[src/rtl/pcs_pkg.sv]
// Shared constants for the 10GBASE-R receive gearbox.
package pcs_pkg;

  localparam int unsigned HEAD_W  = 2;
  localparam int unsigned DATA_W  = 64;
  localparam int unsigned BLOCK_W = 66;
  // Worst case pending bits: 65 left over plus one new 64-bit word.
  localparam int unsigned BUF_W   = 130;
  localparam int unsigned CNT_W   = 8;

endpackage

[src/rtl/gearbox_rx_shift.sv]
// Combinational barrel shifter: appends a word at offset cnt, applies an
// optional one-bit slip and removes one block when enough bits are pending.
module gearbox_rx_shift
  import pcs_pkg::*;
#(
  parameter int unsigned SH_BUF_W = BUF_W,
  parameter int unsigned SH_CNT_W = CNT_W,
  parameter int unsigned SH_IN_W  = DATA_W,
  parameter int unsigned SH_BLK_W = BLOCK_W
) (
  input  logic [SH_BUF_W-1:0] i_buf,
  input  logic [SH_CNT_W-1:0] i_cnt,
  input  logic [SH_IN_W-1:0]  i_data,
  input  logic                i_slip,
  output logic                o_blk_v_c,
  output logic [SH_BLK_W-1:0] o_blk_c,
  output logic [SH_BUF_W-1:0] o_buf_c,
  output logic [SH_CNT_W-1:0] o_cnt_c
);

  logic [SH_BUF_W-1:0] w_ins;
  logic [SH_BUF_W-1:0] w_sh;
  logic [SH_CNT_W-1:0] w_cnt_app;

  // Bits above i_cnt in i_buf are always zero, so OR-ing inserts the word.
  always_comb begin
    w_ins     = i_buf | (SH_BUF_W'(i_data) << i_cnt);
    w_sh      = w_ins >> i_slip;
    w_cnt_app = i_cnt + SH_CNT_W'(SH_IN_W) - SH_CNT_W'(i_slip);
    o_blk_v_c = (w_cnt_app >= SH_CNT_W'(SH_BLK_W));
    o_blk_c   = w_sh[SH_BLK_W-1:0];
    o_buf_c   = w_sh;
    o_cnt_c   = w_cnt_app;
    if (o_blk_v_c) begin
      o_buf_c = w_sh >> SH_BLK_W;
      o_cnt_c = w_cnt_app - SH_CNT_W'(SH_BLK_W);
    end
  end

endmodule

[src/rtl/pcs_gearbox_rx.sv]
// Receive 64b->66b gearbox with bit-slip for block-lock hunting.
// Define GEARBOX_RX_ASSERT_EN to include internal SVA checks.
module pcs_gearbox_rx #(
  parameter int unsigned HEAD_W = pcs_pkg::HEAD_W,
  parameter int unsigned DATA_W = pcs_pkg::DATA_W
) (
  input  logic              clk,
  input  logic              nreset,
  input  logic              lock_v_i,
  input  logic [DATA_W-1:0] data_i,
  input  logic              slip_v_i,
  output logic              valid_o,
  output logic [HEAD_W-1:0] head_o,
  output logic [DATA_W-1:0] data_o
);

  localparam int unsigned BLK_W = HEAD_W + DATA_W;
  localparam int unsigned BUF_W = pcs_pkg::BUF_W;
  localparam int unsigned CNT_W = pcs_pkg::CNT_W;

  logic [BUF_W-1:0] r_buf;
  logic [CNT_W-1:0] r_cnt;
  logic [BUF_W-1:0] w_buf_nxt;
  logic [CNT_W-1:0] w_cnt_nxt;
  logic             w_blk_v;
  logic [BLK_W-1:0] w_blk;

  gearbox_rx_shift #(
    .SH_BUF_W (BUF_W),
    .SH_CNT_W (CNT_W),
    .SH_IN_W  (DATA_W),
    .SH_BLK_W (BLK_W)
  ) u_shift (
    .i_buf     (r_buf),
    .i_cnt     (r_cnt),
    .i_data    (data_i),
    .i_slip    (slip_v_i),
    .o_blk_v_c (w_blk_v),
    .o_blk_c   (w_blk),
    .o_buf_c   (w_buf_nxt),
    .o_cnt_c   (w_cnt_nxt)
  );

  // Loss of lock flushes pending bits; header/payload hold between blocks.
  always_ff @(posedge clk or negedge nreset) begin
    if (!nreset) begin
      r_buf   <= '0;
      r_cnt   <= '0;
      valid_o <= 1'b0;
      head_o  <= '0;
      data_o  <= '0;
    end else if (!lock_v_i) begin
      r_buf   <= '0;
      r_cnt   <= '0;
      valid_o <= 1'b0;
    end else begin
      r_buf   <= w_buf_nxt;
      r_cnt   <= w_cnt_nxt;
      valid_o <= w_blk_v;
      if (w_blk_v) begin
        head_o <= w_blk[HEAD_W-1:0];
        data_o <= w_blk[BLK_W-1:HEAD_W];
      end
    end
  end

`ifdef GEARBOX_RX_ASSERT_EN
  logic [1:0] r_gap;

  // Consecutive locked, slip-free cycles without a block.
  always_ff @(posedge clk or negedge nreset) begin
    if (!nreset) begin
      r_gap <= 2'd0;
    end else if (!lock_v_i || slip_v_i || w_blk_v) begin
      r_gap <= 2'd0;
    end else if (r_gap != 2'd3) begin
      r_gap <= r_gap + 2'd1;
    end
  end

  a_occupancy : assert property (@(posedge clk) disable iff (!nreset)
    (32'(r_cnt) + 32'(DATA_W) <= 32'(BUF_W) - 32'd1));
  a_valid_known : assert property (@(posedge clk) disable iff (!nreset)
    !$isunknown(valid_o));
  a_data_known : assert property (@(posedge clk) disable iff (!nreset)
    valid_o |-> !$isunknown({head_o, data_o}));
  a_no_double_gap : assert property (@(posedge clk) disable iff (!nreset)
    r_gap < 2'd2);
`endif

endmodule

[config.mk]
export PLATFORM = sky130hd
export DESIGN_NAME = pcs_gearbox_rx
export DESIGN_NICKNAME = d
export VERILOG_FILES = /design/src/rtl/pcs_pkg.sv /design/src/rtl/gearbox_rx_shift.sv /design/src/rtl/pcs_gearbox_rx.sv
export SDC_FILE = /design/constraint.sdc
export NUM_CORES = 1
export LEC_CHECK = 0
export BUFFER_PORTS_ARGS = -buffer_cell sky130_fd_sc_hd__buf_2
export CAP_MARGIN = 0
export CELL_PAD_IN_SITES_DETAIL_PLACEMENT = 1
export CELL_PAD_IN_SITES_GLOBAL_PLACEMENT = 2
export CORE_UTILIZATION = 40
export DETAILED_ROUTE_END_ITERATION = 10
export MAX_ROUTING_LAYER = met4
export PLACE_DENSITY_LB_ADDON = 0.25
export SKIP_LAST_GASP = 1
export SYNTH_ARGS = -nofsm -noshare
export SYNTH_HDL_FRONTEND = slang
export SYNTH_SLANG_ARGS = --single-unit
[constraint.sdc]
create_clock -name clk -period 4.95 [get_ports clk]
set_clock_uncertainty 0.2 [all_clocks]
set_input_delay 0.2475 -clock clk [delete_from_list [all_inputs] [get_ports clk]]
set_output_delay 0.2475 -clock clk [all_outputs]
set_load 0.02 [all_outputs]
==> impl_metrics.yaml, run 1 <==
run_status:
  status: "complete, no violations"
place:
  globalplace.congestion: 1.081
  hpwl_um: 63070
  dp_cells: 2336
  io_buffers: 134
clock_tree:
  cts-root-buf: "clkbuf_16"
  clockBufferDepth: 3
  clk_latency_ps: 570
  cts_tree: "done"
  clock_sinks: 205
  clk_pin_slew_ps: 90
  numCtsBuffers: 24
  h-tree-depth: 1
global_routing:
  grtUsageMet1_pct: 53.59
  antenna_found_initial: 4
  met2_usage_pct: 57.95
  grt.met3_usage_pct: 7.110
  overflow: 0
  grt_pass1_vias: 16590
  grt_start_max_net_pins: 109
  grt_pass1_wl_um: 121200
  grt_most_used_layer: "met2"
  track_usage_pct: 39.65
drt:
  wl_per_cell_um: 34.90
  detail-route-antenna-nets: 0
  drt-initial-drc-count: 2122
  drcViolationCount: 0
  vias_per_cell: 7.018
  via_count: 16740
  dr.pass1.iters: 5
  wirelength_um: 83240
setup_path:
  critPathRequiredTime_ps: 5160
  path_buf_inv: 2
  cp_common_cell: "buf_4"
  path_cells: "buf_4 > mux4_2 > mux2i_1 > a222oi_1 > buf_4 > a2111oi_0 > o2bb2ai_1 > o22ai_1"
  worst-setup-path-type: "reg -> reg"
  crit_fanout: 16
  start_kind: "register"
  crit_family: "compound AO/OA/AOI/OAI gates"
  worstSetupEndpointType: "register"
  worst_path_max_delay_cell: "a2111oi_0"
  critPathMaxStageDelay_ps: 900
  arrival_ps: 4490
yosys:
  yosys.cell_types.count: 88
  avgSynthCellArea_um2: 9.605
  synth-seq-cells: 205
  synth_edf_count: 0
  synth_area_leaders: "dfrtp_1 30%, mux4_2 15%, mux2_2 6.0%"
  yosysTopAreaCell: "dfrtp_1"
  synthArstFlopShare_pct: 100.0
  synthTopCellsByCount: "205 x dfrtp_1, 170 x nor2_1, 155 x nand2_1"
  ys_warn_count: 0
  ys_seq_area_share_pct: 30.47
  synth_top_cell_area_share_pct: 30.47
  syn-num-nets: 1830
  netlist_area_mm2: 0.01684
  synthCells: 1753
  yosys.cell_count.top_type: "dfrtp_1"
  synth-main-ff-cell: "dfrtp_1"
sta:
  rsz0062_at_grt: "false"
  hold_ws_ps: 33.64
  max_slew_margin_pct: 14.86
  maxSlewViolCount: 0
  finalHoldViolCount: 0
  min_period_ps: 4281
  fmax_ghz: 0.2336
  fin_crit_sh_pct: 86.48
  fin_setup_tns_ps: 0
  finalSetupViolations: 0
  worstMarginPinSlew_ps: 1264
die:
  die_h_um: 207.2
  rows: 74
  die_w_um: 207.2
  io_pins: 135
  die_area_mm2: 0.04292
  start_util_pct: 40.87
  core-area_mm2: 0.04120
final_layout:
  drive_above_1_share_pct: 26.57
  areaGrowthSynthToFinish_pct: 12.85
  finalNonFillerCells: 2385
  n_fill_cell: 4635
  layout.nets: 1910
pwr:
  power_density_mw_per_mm2: 865.4
  p_leak_nw: 7.930
  ir_drop_mv: 0.4954
job:
  maxCapViolCount: 0
worst_hold_path:
  hp-class: "in -> async"
## area by class of cell
type	instances	area [µm²]	share of cell area, %
antenna	5	12.51	0.06585
clock buffer	35	691.9	3.642
clock inverter	6	93.84	0.4939
inverter	24	92.59	0.4873
multi-input combinational	1368	10940	57.56
sequential	205	5146	27.08
tap	532	665.6	3.503
timing repair buffer	210	1361	7.165
## through the flow
step | cell area [µm²] | total power [mW] | util [%] | setup WS [ps]
final | 19000 | 16.44 | 46.12 | 669.2
after floorplan | 16840 | 9.717 | - | 613.5
after CTS | 18990 | 16.15 | 46.09 | 732.7
after global routing | 19000 | 17.07 | 46.11 | 546.9
after detailed placement | 18170 | 14.27 | 44.11 | 784.1
after global placement | 18170 | 14.14 | 44.11 | 871.8
## worst paths after layout
path / start / end / slack (ps) / depth (start not counted)
max in group asynchronous: nreset / data_o[49] / 3340 / 3
worst max-delay path: r_cnt[1] / r_buf[20] / 670 / 8
worst min-delay path: nreset / data_o[38] / 30 / 2
worst max register to register: r_cnt[1] / r_buf[20] / 670 / 8
worst min register to register: data_o[42] / data_o[42] / 270 / 2
min in group clk: data_o[42] / data_o[42] / 270 / 2
## state kept, by name, indices dropped and copies added, names as in the netlist
signal	flops
r_buf	130
r_cnt	8
head_o	2
valid_o	1
data_o	64
## cells in the final DEF, fill, tap and decap left out, drive strengths merged, types with 25 or more instances in the layout
master,synthesis,layout
buf,65,207
dfrtp,205,205
nor2,170,170
nand2,155,155
mux4,109,109
mux2i,99,99
mux2,94,94
o21ai,88,88
a21oi,68,68
o22ai,64,64
nand3,38,38
clkbuf,91,35
nor3,32,32
and2,28,28
a21o,27,27
a211oi,25,25
## power breakdown
group	internal [mW]	total, mW	leakage (nW)	switching (mW)
Clock	1.07	1.82	0.382	0.751
Sequential	2.35	2.70	2.69	0.355
Combinational	4.01	11.9	4.86	7.91
Total	7.43	16.4	7.93	9.02
## logic make-up after synthesis
logic type	Yosys count	share of synthesized area, %
compound gates	536	22.99
flops	205	30.47
mux	302	26.82
fa+ha+maj	9	0.7134
buf+inv	180	4.697
xor+xnor	5	0.2601
simple gates	516	14.05
## layer usage
layer  vias to the layer above  wire length [µm]
li1                       6973                 -
met1                      8722             35560
met2                       862             36710
met3                       180              6701
met4                         0              4264
met5                         -                 0
## repair_timing
action,in CTS,in global routing
hold buffers,3,0
endpoints found under the setup margin,0,0
endpoints found under the hold margin,107,0
buffers inserted,0,0
resized for setup,0,0
Note: power is estimated with default switching activity, not from simulation.
==> inputs of run 2 (changes only) <==
==> constraint.sdc (replaced) <==
create_clock -name clk -period 4.8 [get_ports clk]
set_clock_uncertainty 0.2 [all_clocks]
set_input_delay 0.24 -clock clk [delete_from_list [all_inputs] [get_ports clk]]
set_output_delay 0.24 -clock clk [all_outputs]
set_load 0.02 [all_outputs]
==> run 2 against run 1 <==
- final cell count grew 0.42%
- count of clock-buffer cells in the layout is 1 higher
- via count barely moved
- first-iteration DRC count fell by 6.0%
- sequential cell count unchanged
- core utilization rose by 0.13 points
- register-to-register slack better by 20 ps
- clock power about the same
- die area did not move
- total power grew 3.4%
- combinational power up 3%
- final area increased by 0.29%
- critical endpoint is now data_o[49]
- largest power group unchanged
==> impl_metrics.yaml, run 2 (same netlist as run 1, synthesis figures left out) <==
job:
  maxCapViolCount: 0
sta:
  min_period_ps: 4107
  setup_ws_ps: 692.6
  finalSetupViolations: 0
  fin_crit_sh_pct: 85.57
  worstMarginPinSlew_ps: 1293
  fin_setup_tns_ps: 0
  hold_ws_ps: 59.44
  max_slew_margin_pct: 12.86
  fmax_ghz: 0.2435
  rsz0062_at_grt: "false"
  maxSlewViolCount: 0
  finalHoldViolCount: 0
setup_path:
  worstSetupEndpointType: "register"
  start_kind: "register"
  worst-setup-path-type: "reg -> reg"
  crit_path_end: "data_o[49]"
  rr_worst_depth: 12
  crit_start: "r_cnt[1]"
  crit_fanout: 27
  critPathRequiredTime_ps: 5020
  reg2reg_from: "r_cnt[1]"
  reg2reg_to: "data_o[49]"
  arrival_ps: 4320
  r2r_slack_ps: 690
drt:
  vias_per_cell: 6.985
  drcViolationCount: 0
  detail-route-antenna-nets: 0
  via_count: 16730
  dr.pass1.iters: 6
  wirelength_um: 84480
  wl_per_cell_um: 35.27
  drt-initial-drc-count: 1994
die:
  rows: 74
  core-area_mm2: 0.04120
  die_area_mm2: 0.04292
  die_h_um: 207.2
  die_w_um: 207.2
  start_util_pct: 40.87
  io_pins: 135
place:
  io_buffers: 134
  dp_cells: 2345
  dp_slack_ps: 685.1
  globalplace.congestion: 1.075
  hpwl_um: 64430
clock_tree:
  clock_sinks: 205
  clk_latency_ps: 560
  clockBufferDepth: 3
  h-tree-depth: 1
  clk_pin_slew_ps: 60
  cts_tree: "done"
  numCtsBuffers: 24
  post-cts-setup-buffers: 0
  cts-root-buf: "clkbuf_16"
final_layout:
  reg.largest.list: "r_buf (130), data_o (64), r_cnt (8)"
  final_cell_mix: "200 x dfrtp_1, 170 x nor2_1, 154 x nand2_1"
  multi_input_area_mm2: 0.01093
  register_area_mm2: 0.005146
  finalNonFillerCells: 2395
  n_fill_cell: 4698
  top_register: "r_buf"
  largest_reg_flops: 130
  areaGrowthSynthToFinish_pct: 13.18
  layout.nets: 1919
  final_common_cell: "dfrtp_1"
  drive_above_1_share_pct: 26.94
pwr:
  power_density_mw_per_mm2: 892.3
  ir_drop_mv: 0.6400
  fin_total_pwr_mw: 17.00
  p_leak_nw: 7.973
global_routing:
  grt_pass1_vias: 16700
  grt_start_max_net_pins: 98
  antenna_found_initial: 3
  track_usage_pct: 40.28
  overflow: 0
  grt_pass1_wl_um: 123200
worst_hold_path:
  hp-class: "in -> async"
run_status:
  status: "complete, no violations"
run 2: changes by cell type in the layout (fill, tap and decap cells not counted), sizes merged:
cell      change
diode         -2
clkbuf        +1
clkinvlp      -1
clkinv        +4
buf           +9
bufinv        -1
run 2: routing by layer:
| layer | GRT usage, % | wire length, µm | up-vias |
|---|---|---|---|
| met5 | - | 0 | - |
| met4 | 16.44 | 4092 | 0 |
| met3 | 7.110 | 7385 | 187 |
| met2 | 59.25 | 37170 | 901 |
| met1 | 54.76 | 35830 | 8653 |
| li1 | - | - | 6989 |
run 2: power breakdown:
part           internal [mW]  switching [mW]  total (mW)  leakage, nW
clock network           1.06           0.782        1.84        0.385
registers               2.42           0.425        2.84         2.69
logic                   4.17            8.15        12.3         4.90
total                   7.65            9.35        17.0         7.97
run 2: worst min-delay path by stage:
stage / cells after the start / from / end
floorplan: 0 / nreset / data_o[0]
global placement: 1 / nreset / data_o[40]
detailed placement: 1 / nreset / data_o[42]
CTS: 2 / nreset / r_buf[79]
global route: 2 / nreset / data_o[42]
finish: 2 / nreset / data_o[42]
run 2: worst max-delay path, cell delays in order (launching register included):
cell,delay [ps]
dfrtp_4,570
inv_1,230
ha_1,290
fa_1,420
xnor2_1,290
nand3_1,160
a221o_1,330
a21boi_1,200
buf_4,230
nand2b_4,280
inv_1,110
buf_4,290
mux2_4,340
run 2: final cells by class:
cell class | count | share of cell area [%]
Antenna cell | 3 | 0.03940
Clock inverter | 8 | 0.4596
Tap cell | 532 | 3.493
Inverter | 24 | 0.4859
Timing Repair Buffer | 219 | 7.498
Clock buffer | 36 | 3.651
Multi-Input combinational cell | 1368 | 57.37
Sequential cell | 205 | 27.01
run 2: metrics by stage:
| step | utilization, % | cell area, µm² |
|---|---|---|
| 2_1_floorplan | - | 16840 |
| 3_3_place_gp | 44.26 | 18240 |
| 3_5_place_dp | 44.26 | 18240 |
| 4_1_cts | 46.23 | 19050 |
| 5_1_grt | 46.24 | 19050 |
| 6_report | 46.25 | 19060 |
run 2: what timing repair did:
item / in CTS / in global routing
hold endpoints to repair: 81 / 0
hold buffers: 3 / 0
resized for setup: 0 / 0
